--- src/rtl/jtag_host_pkg.sv ---
// rtl/jtag_host_pkg.sv - shared types and TMS sequences for the JTAG host shifter
// Purpose: command opcodes, shifter FSM states, and the TMS header/trailer
//          patterns (bit0 is driven first) with their lengths.
// Ports: none (package).
package jtag_host_pkg;

    typedef enum logic [1:0] {
        JOP_RESET = 2'd0,
        JOP_IR    = 2'd1,
        JOP_DR    = 2'd2
    } jop_e;

    typedef enum logic [2:0] {
        ST_IDLE,
        ST_HDR,
        ST_SHIFT,
        ST_TRL,
        ST_RESP
    } st_e;

    // Run-Test/Idle -> Shift-IR: 1,1,0,0
    localparam logic [5:0] IR_HDR_TMS  = 6'b000011;
    localparam int         IR_HDR_LEN  = 4;
    // Run-Test/Idle -> Shift-DR: 1,0,0
    localparam logic [5:0] DR_HDR_TMS  = 6'b000001;
    localparam int         DR_HDR_LEN  = 3;
    // Any state -> Test-Logic-Reset -> Run-Test/Idle: 1,1,1,1,1,0
    localparam logic [5:0] RST_HDR_TMS = 6'b011111;
    localparam int         RST_HDR_LEN = 6;
    // Exit1 -> Update -> Run-Test/Idle: 1,0
    localparam logic [5:0] TRL_TMS     = 6'b000001;
    localparam int         TRL_LEN     = 2;

    function automatic logic [5:0] hdr_tms(input jop_e op);
        case (op)
            JOP_IR:  return IR_HDR_TMS;
            JOP_DR:  return DR_HDR_TMS;
            default: return RST_HDR_TMS;
        endcase
    endfunction

    function automatic int hdr_len(input jop_e op);
        case (op)
            JOP_IR:  return IR_HDR_LEN;
            JOP_DR:  return DR_HDR_LEN;
            default: return RST_HDR_LEN;
        endcase
    endfunction

endpackage

--- src/rtl/jtag_tck_gen.sv ---
// rtl/jtag_tck_gen.sv - tck divider with one-clk rise/fall strobes
// Purpose: while en is high, tck is low DIV clks then high DIV clks, repeating.
//          tck_rise/tck_fall are high on the clk whose edge moves tck up/down.
//          While en is low tck is held low and the divider restarts.
// Ports: clk, rst (sync active-high), en; tck, tck_rise, tck_fall.
module jtag_tck_gen #(
    parameter int DIV = 2
) (
    input  logic clk,
    input  logic rst,
    input  logic en,
    output logic tck,
    output logic tck_rise,
    output logic tck_fall
);

    localparam int CNT_W = (DIV > 1) ? $clog2(DIV) : 1;
    localparam logic [CNT_W-1:0] CNT_LAST = CNT_W'(DIV - 1);

    logic [CNT_W-1:0] cnt_q, cnt_d;
    logic             tck_q, tck_d;
    logic             at_last;

    assign at_last  = (cnt_q == CNT_LAST);
    assign tck_rise = en && !tck_q && at_last;
    assign tck_fall = en &&  tck_q && at_last;
    assign tck      = tck_q;

    always_comb begin
        cnt_d = cnt_q;
        tck_d = tck_q;
        if (!en) begin
            cnt_d = '0;
            tck_d = 1'b0;
        end else if (at_last) begin
            cnt_d = '0;
            tck_d = ~tck_q;
        end else begin
            cnt_d = cnt_q + CNT_W'(1);
        end
    end

    always_ff @(posedge clk) begin
        if (rst) begin
            cnt_q <= '0;
            tck_q <= 1'b0;
        end else begin
            cnt_q <= cnt_d;
            tck_q <= tck_d;
        end
    end

endmodule

--- src/rtl/jtag_host_shifter.sv ---
// rtl/jtag_host_shifter.sv - host-side JTAG master running TAP reset / IR / DR scans
// Purpose: accepts a scan command, walks the TAP Idle -> Shift -> Idle with a TMS
//          header, len shift bits and a TMS trailer, and returns the captured tdo.
// Ports: clk, rst (sync active-high); cmd_valid/cmd_ready/cmd_op/cmd_len/cmd_data;
//        rsp_valid/rsp_ready/rsp_data; busy; tck/tms/tdi out, tdo in;
//        trstn out only when JTAG_HOST_TRST_EN is defined.
module jtag_host_shifter
    import jtag_host_pkg::*;
#(
    parameter int MAX_LEN = 32,
    parameter int LEN_W   = $clog2(MAX_LEN + 1),
    parameter int DIV     = 2
) (
    input  logic               clk,
    input  logic               rst,
    input  logic               cmd_valid,
    output logic               cmd_ready,
    input  logic [1:0]         cmd_op,
    input  logic [LEN_W-1:0]   cmd_len,
    input  logic [MAX_LEN-1:0] cmd_data,
    output logic               rsp_valid,
    input  logic               rsp_ready,
    output logic [MAX_LEN-1:0] rsp_data,
    output logic               busy,
    output logic               tck,
    output logic               tms,
    output logic               tdi,
`ifdef JTAG_HOST_TRST_EN
    output logic               trstn,
`endif
    input  logic               tdo
);

    st_e                state_q, state_d;
    jop_e               op_q, op_d, op_in;
    logic [LEN_W-1:0]   len_q, len_d, len_in;
    logic [LEN_W-1:0]   rem_q, rem_d;     // bits left in the current phase after this one
    logic [5:0]         pat_q, pat_d;     // TMS bits still to drive in HDR/TRL
    logic [MAX_LEN-1:0] sh_q, sh_d;       // tdi bits not yet driven
    logic [MAX_LEN-1:0] mask_q, mask_d;   // one-hot position of the current shift bit
    logic [MAX_LEN-1:0] rsp_q, rsp_d;
    logic               tms_q, tms_d;
    logic               tdi_q, tdi_d;
    logic               ready_q, ready_d;
    logic [5:0]         hdr_w;
    logic               tck_en, tck_rise, tck_fall;

    assign tck_en    = (state_q == ST_HDR) || (state_q == ST_SHIFT) || (state_q == ST_TRL);
    assign cmd_ready = ready_q;
    assign rsp_valid = (state_q == ST_RESP);
    assign rsp_data  = rsp_q;
    assign busy      = (state_q != ST_IDLE);
    assign tms       = tms_q;
    assign tdi       = tdi_q;

    jtag_tck_gen #(.DIV(DIV)) u_tck_gen (
        .clk      (clk),
        .rst      (rst),
        .en       (tck_en),
        .tck      (tck),
        .tck_rise (tck_rise),
        .tck_fall (tck_fall)
    );

    always_comb begin
        case (cmd_op)
            2'd1:    op_in = JOP_IR;
            2'd2:    op_in = JOP_DR;
            default: op_in = JOP_RESET;
        endcase
        len_in = (cmd_len > LEN_W'(MAX_LEN)) ? LEN_W'(MAX_LEN) : cmd_len;
        hdr_w  = hdr_tms(op_in);
    end

    // New tms/tdi values are loaded on the tck falling strobe so they are set up
    // for the whole low half; tdo is captured on the rising strobe.
    always_comb begin
        state_d = state_q;
        op_d    = op_q;
        len_d   = len_q;
        rem_d   = rem_q;
        pat_d   = pat_q;
        sh_d    = sh_q;
        mask_d  = mask_q;
        rsp_d   = rsp_q;
        tms_d   = tms_q;
        tdi_d   = tdi_q;
        case (state_q)
            ST_IDLE: begin
                if (cmd_valid && ready_q) begin
                    op_d   = op_in;
                    len_d  = len_in;
                    sh_d   = cmd_data;
                    mask_d = MAX_LEN'(1);
                    rsp_d  = '0;
                    tdi_d  = 1'b0;
                    if (op_in != JOP_RESET && len_in == '0) begin
                        state_d = ST_RESP;
                        tms_d   = 1'b0;
                    end else begin
                        state_d = ST_HDR;
                        tms_d   = hdr_w[0];
                        pat_d   = hdr_w >> 1;
                        rem_d   = LEN_W'(hdr_len(op_in) - 1);
                    end
                end
            end
            ST_HDR: begin
                if (tck_fall) begin
                    if (rem_q != '0) begin
                        tms_d = pat_q[0];
                        pat_d = pat_q >> 1;
                        rem_d = rem_q - LEN_W'(1);
                    end else if (op_q == JOP_RESET) begin
                        state_d = ST_RESP;
                        tms_d   = 1'b0;
                    end else begin
                        state_d = ST_SHIFT;
                        rem_d   = len_q - LEN_W'(1);
                        tms_d   = (len_q == LEN_W'(1));
                        tdi_d   = sh_q[0];
                        sh_d    = sh_q >> 1;
                    end
                end
            end
            ST_SHIFT: begin
                if (tck_rise && tdo) begin
                    rsp_d = rsp_q | mask_q;
                end
                if (tck_fall) begin
                    mask_d = mask_q << 1;
                    if (rem_q == '0) begin
                        state_d = ST_TRL;
                        tms_d   = TRL_TMS[0];
                        pat_d   = TRL_TMS >> 1;
                        rem_d   = LEN_W'(TRL_LEN - 1);
                        tdi_d   = 1'b0;
                    end else begin
                        rem_d = rem_q - LEN_W'(1);
                        tms_d = (rem_q == LEN_W'(1));  // last bit moves to Exit1
                        tdi_d = sh_q[0];
                        sh_d  = sh_q >> 1;
                    end
                end
            end
            ST_TRL: begin
                if (tck_fall) begin
                    if (rem_q != '0) begin
                        tms_d = pat_q[0];
                        pat_d = pat_q >> 1;
                        rem_d = rem_q - LEN_W'(1);
                    end else begin
                        state_d = ST_RESP;
                        tms_d   = 1'b0;
                    end
                end
            end
            ST_RESP: begin
                if (rsp_ready) begin
                    state_d = ST_IDLE;
                end
            end
            default: state_d = ST_IDLE;
        endcase
        // Registered so cmd_ready stays low for the cycle right after reset.
        ready_d = (state_d == ST_IDLE);
    end

    always_ff @(posedge clk) begin
        if (rst) begin
            state_q <= ST_IDLE;
            op_q    <= JOP_RESET;
            len_q   <= '0;
            rem_q   <= '0;
            pat_q   <= '0;
            sh_q    <= '0;
            mask_q  <= '0;
            rsp_q   <= '0;
            tms_q   <= 1'b1;
            tdi_q   <= 1'b0;
            ready_q <= 1'b0;
        end else begin
            state_q <= state_d;
            op_q    <= op_d;
            len_q   <= len_d;
            rem_q   <= rem_d;
            pat_q   <= pat_d;
            sh_q    <= sh_d;
            mask_q  <= mask_d;
            rsp_q   <= rsp_d;
            tms_q   <= tms_d;
            tdi_q   <= tdi_d;
            ready_q <= ready_d;
        end
    end

`ifdef JTAG_HOST_TRST_EN
    // trstn is held low for the whole TAP-reset command, response phase included.
    logic trstn_q, trstn_d;

    always_comb begin
        trstn_d = !((state_d != ST_IDLE) && (op_d == JOP_RESET));
    end

    always_ff @(posedge clk) begin
        if (rst) begin
            trstn_q <= 1'b0;
        end else begin
            trstn_q <= trstn_d;
        end
    end

    assign trstn = trstn_q && !rst;
`endif

endmodule

--- config.mk ---
export PLATFORM = sky130hd
export DESIGN_NAME = jtag_host_shifter
export DESIGN_NICKNAME = d
export VERILOG_FILES = /design/src/rtl/jtag_host_pkg.sv /design/src/rtl/jtag_tck_gen.sv /design/src/rtl/jtag_host_shifter.sv
export SDC_FILE = /design/constraint.sdc
export NUM_CORES = 1
export LEC_CHECK = 0
export CAP_MARGIN = 25
export CORE_ASPECT_RATIO = 0.7
export CORE_MARGIN = 2
export CORE_UTILIZATION = 58
export CTS_CLUSTER_DIAMETER = 60
export DETAILED_ROUTE_END_ITERATION = 8
export PLACE_DENSITY = 0.82
export SLEW_MARGIN = 15
export SYNTH_ARGS = -nofsm -noshare
export SYNTH_HDL_FRONTEND = slang
export SYNTH_HIERARCHICAL = 1
export SYNTH_SLANG_ARGS = --single-unit
--- constraint.sdc ---
create_clock -name clk -period 4.13 [get_ports clk]
set_clock_uncertainty 0.1 [all_clocks]
set_input_delay 0.826 -clock clk [delete_from_list [all_inputs] [get_ports clk]]
set_output_delay 0.826 -clock clk [all_outputs]
set_load 0.005 [all_outputs]
==> metrics.md <==
| Metric | Value |
|---|---|
| Run status | `complete, no violations` |
| Worst EP required | `4350 ps` |
| Post-route minimum period | `3043 ps` |
| Final setup fails | `0` |
| HPWL after DPL | `8863 um` |
| Avg Cell Area, Syn | `8.487 um^2` |
| CTS Sinks | `122` |
| Mapped Area | `5288 um^2` |
| Drt first pass iters | `5` |
| Startpoint class of the critical path | `flop` |
| Clk slew on worst S/H paths | `60 ps` |
| Cts repair resizes | `0` |
| Skew-Pair Late Insertion Delay | `410 ps` |
| Top-count cell post-synth | `dfxtp_1` |
| Synth area leaders | `dfxtp_1 (46%), a21oi_1 (8.6%), mux2i_1 (6.1%)` |
| Synth cell count leaders | `dfxtp_1 (122), a21oi_1 (91), nor2_1 (81)` |
| CTS tree | `yes` |
| Pwr/cell area | `480.2 nW/um^2` |
| HP Class | `flop to flop` |
| Post-CTS Setup Repair Bufs | `0` |
| Largest net degree at the start of global routing | `65` |
| Antenna violations before repair | `0` |
| First-pass GRT wire length | `22560 um` |
| Total GRT Usage | `28.20%` |
| Critical Path Sink Type | `flop` |
| Crit path max fanout | `64` |
| I/O pins | `83` |
| Max-cap violations | `0` |
| Top Metal Used | `met4` |
| Setup_tns | `0 ps` |
| Core area | `8962 um^2` |
| Post-route insts no fill | `824` |
| Hold-fix buffers, CTS | `0` |
| Layout Nets | `739` |
| # DRC | `0` |
| Library cells used by synthesis | `56` |
| FF+latch count, synth | `122` |
| Unrepaired setup endpoints after global routing | `no` |
| Pre-CTS setup slack | `984.3 ps` |
| Max clock buf depth | `2` |
| Area Overhead vs Synth | `28.14%` |
| Initial Util | `59.00%` |
| Die area | `9909 um^2` |
| Worst vdd ir | `0.4065 mV` |
| Synth Warn # | `6` |
| Root Driver | `clkbuf_16` |
| Flop-to-flop setup slack | `1090 ps` |
| Gate Count Post-Synth | `623` |
| # fillers | `668` |
| I/O Buffers | `82` |
| Post-synth EDFFs | `0` |
| Post-synth ARST share | `0%` |
| Wire length on met2 | `6070 um` |
| Grt total ovfl | `0` |
| Die Ht | `83.89 um` |
| Drt via density | `5.779` |
| Final Wtd Congestion | `0.8971` |
| Top cell type by total area after synthesis | `dfxtp_1` |
| Iteration-0 DRC Markers | `417` |
| Max frequency | `0.3286 GHz` |
| Syn nets | `675` |
| Pins over their slew limit | `0` |
| Setup CP Type | `flop to flop` |
| Post-Route WL | `13630 um` |
| H-tree Lvls | `4` |
| HP Start | `rsp_data[13]$_SDFFE_PP0P_` |
| Routed Antenna Nets | `0` |
| Placed Cells | `792` |
| Slew headroom | `46.04%` |
| Wirelength per Cell | `16.55 um` |
| Tcrit/Tclk final | `73.68%` |
| Arrival time at the worst endpoint | `3260 ps` |
| Top-area cell type share of the netlist area | `46.19%` |
| Total CTS buffers | `17` |
| WL met1 | `6442 um` |
| Layout cells sized above 1 | `9.000%` |
| Leak Pwr | `2.365 nW` |
| Final Hold Fails | `0` |
| Vias in the first global route | `4540` |
| Fin util | `75.60%` |
| Crit path to | `sh_q[23]$_SDFFE_PP0P_` |
| Register area share after synthesis | `46.19%` |
| Measured slew at the worst slew-check pin | `809.4 ps` |
| Ant. Diodes | `0` |
| Num rows | `29` |
| Total vias in the final route | `4762` |
| DR WL met3 | `1022 um` |
| Tot Pwr | `3.253 mW` |
| FF-to-FF path depth | `9` |
| Worst R2R Start | `state_q[2]$_SDFF_PP0_` |
| Final worst slack | `1087 ps` |
| Reg-to-reg endpoint | `sh_q[23]$_SDFFE_PP0P_` |
| Die Wd | `118.1 um` |
| Worst Setup SP | `state_q[2]$_SDFF_PP0_` |
| Ys flop type | `dfxtp_1` |
## registers in the layout (all words and copies together), names as in the netlist
name               flops
tdi                    1
rsp_data              32
sh_q                  32
rem_q                  6
tms                    1
u_tck_gen/tck          1
cmd_ready              1
pat_q                  4
state_q                3
mask_q                32
u_tck_gen/at_last      1
op_q                   2
len_q                  6
## cells by family (layout without fill, tap and decap cells)
group | count (synthesis) | in the layout | synth area share (%)
XOR/XNOR | 8 | 8 | 1.325
adder cells (fa/ha/maj) | 8 | 8 | 1.846
AO/OA/AOI/OAI | 165 | 165 | 19.95
buffers and inverters | 61 | 138 | 4.946
AND/OR/NAND/NOR | 227 | 227 | 19.69
multiplexers | 32 | 32 | 6.058
flip-flops | 122 | 122 | 46.19
## stage by stage
step | hold slack, ps | instance area (um^2)
finish | 365.8 | 6775
global route | 389.1 | 6775
CTS | 370.6 | 6775
detailed placement | 355.9 | 6155
global placement | 341.3 | 6155
floorplan | 333.6 | 5288
## critical path: stages, from the launching register on
cell      delay (ps)
dfxtp_1          310
o21bai_1         250
inv_1            240
and3_2           320
inv_1            100
a221oi_1         460
and3_2           270
buf_4            500
nor2_1           130
a211oi_2         230
## report_power, final
| group | switching (mW) | leakage [nW] | internal (mW) | total (mW) |
|---|---|---|---|---|
| combinational | 0.256 | 1.08 | 0.177 | 0.433 |
| clock | 0.552 | 0.295 | 0.989 | 1.54 |
| sequential | 0.0409 | 0.991 | 1.24 | 1.28 |
| total | 0.849 | 2.36 | 2.40 | 3.25 |
## how the worst min path moves through the flow
stage	to	slack (ps)	depth (start not counted)
6_report	rsp_data[13]$_SDFFE_PP0P_	370	2
5_1_grt	op_q[0]$_SDFFE_PP0P_	390	2
4_1_cts	op_q[0]$_SDFFE_PP0P_	370	2
3_5_place_dp	rsp_data[2]$_SDFFE_PP0P_	360	2
3_3_place_gp	u_tck_gen/at_last$_SDFF_PP0_	340	1
2_1_floorplan	u_tck_gen/at_last$_SDFF_PP0_	330	1
## area by class of cell
cell class	count	area, um^2	area share, %
Clock buffer	20	456.7	6.741
Clock inverter	12	163.9	2.419
Inverter	11	41.29	0.6094
Multi-Input combinational cell	440	2603	38.41
Sequential cell	122	2442	36.05
Tap cell	124	155.1	2.290
Timing Repair Buffer	95	913.4	13.48
## per-layer routing
layer | vias up | track usage (%)
li1 | 2340 | -
met1 | 2245 | 38.48
met2 | 167 | 43.67
met3 | 10 | 8.470
met4 | 0 | 7.338
met5 | - | 0
## cells in the final DEF, fill, tap and decap left out, types with 7 or more instances in the layout
| cell type | instances |
|---|---|
| a211oi_1 | 27 |
| a211oi_2 | 8 |
| a21oi_1 | 91 |
| buf_4 | 13 |
| clkbuf_16 | 17 |
| clkdlybuf4s50_1 | 81 |
| dfxtp_1 | 122 |
| ha_1 | 7 |
| inv_1 | 11 |
| mux2i_1 | 32 |
| nand2_1 | 54 |
| nand3_1 | 36 |
| nor2_1 | 81 |
| nor3_1 | 14 |
| o21ai_0 | 7 |
(Power assumes the default switching activity.)
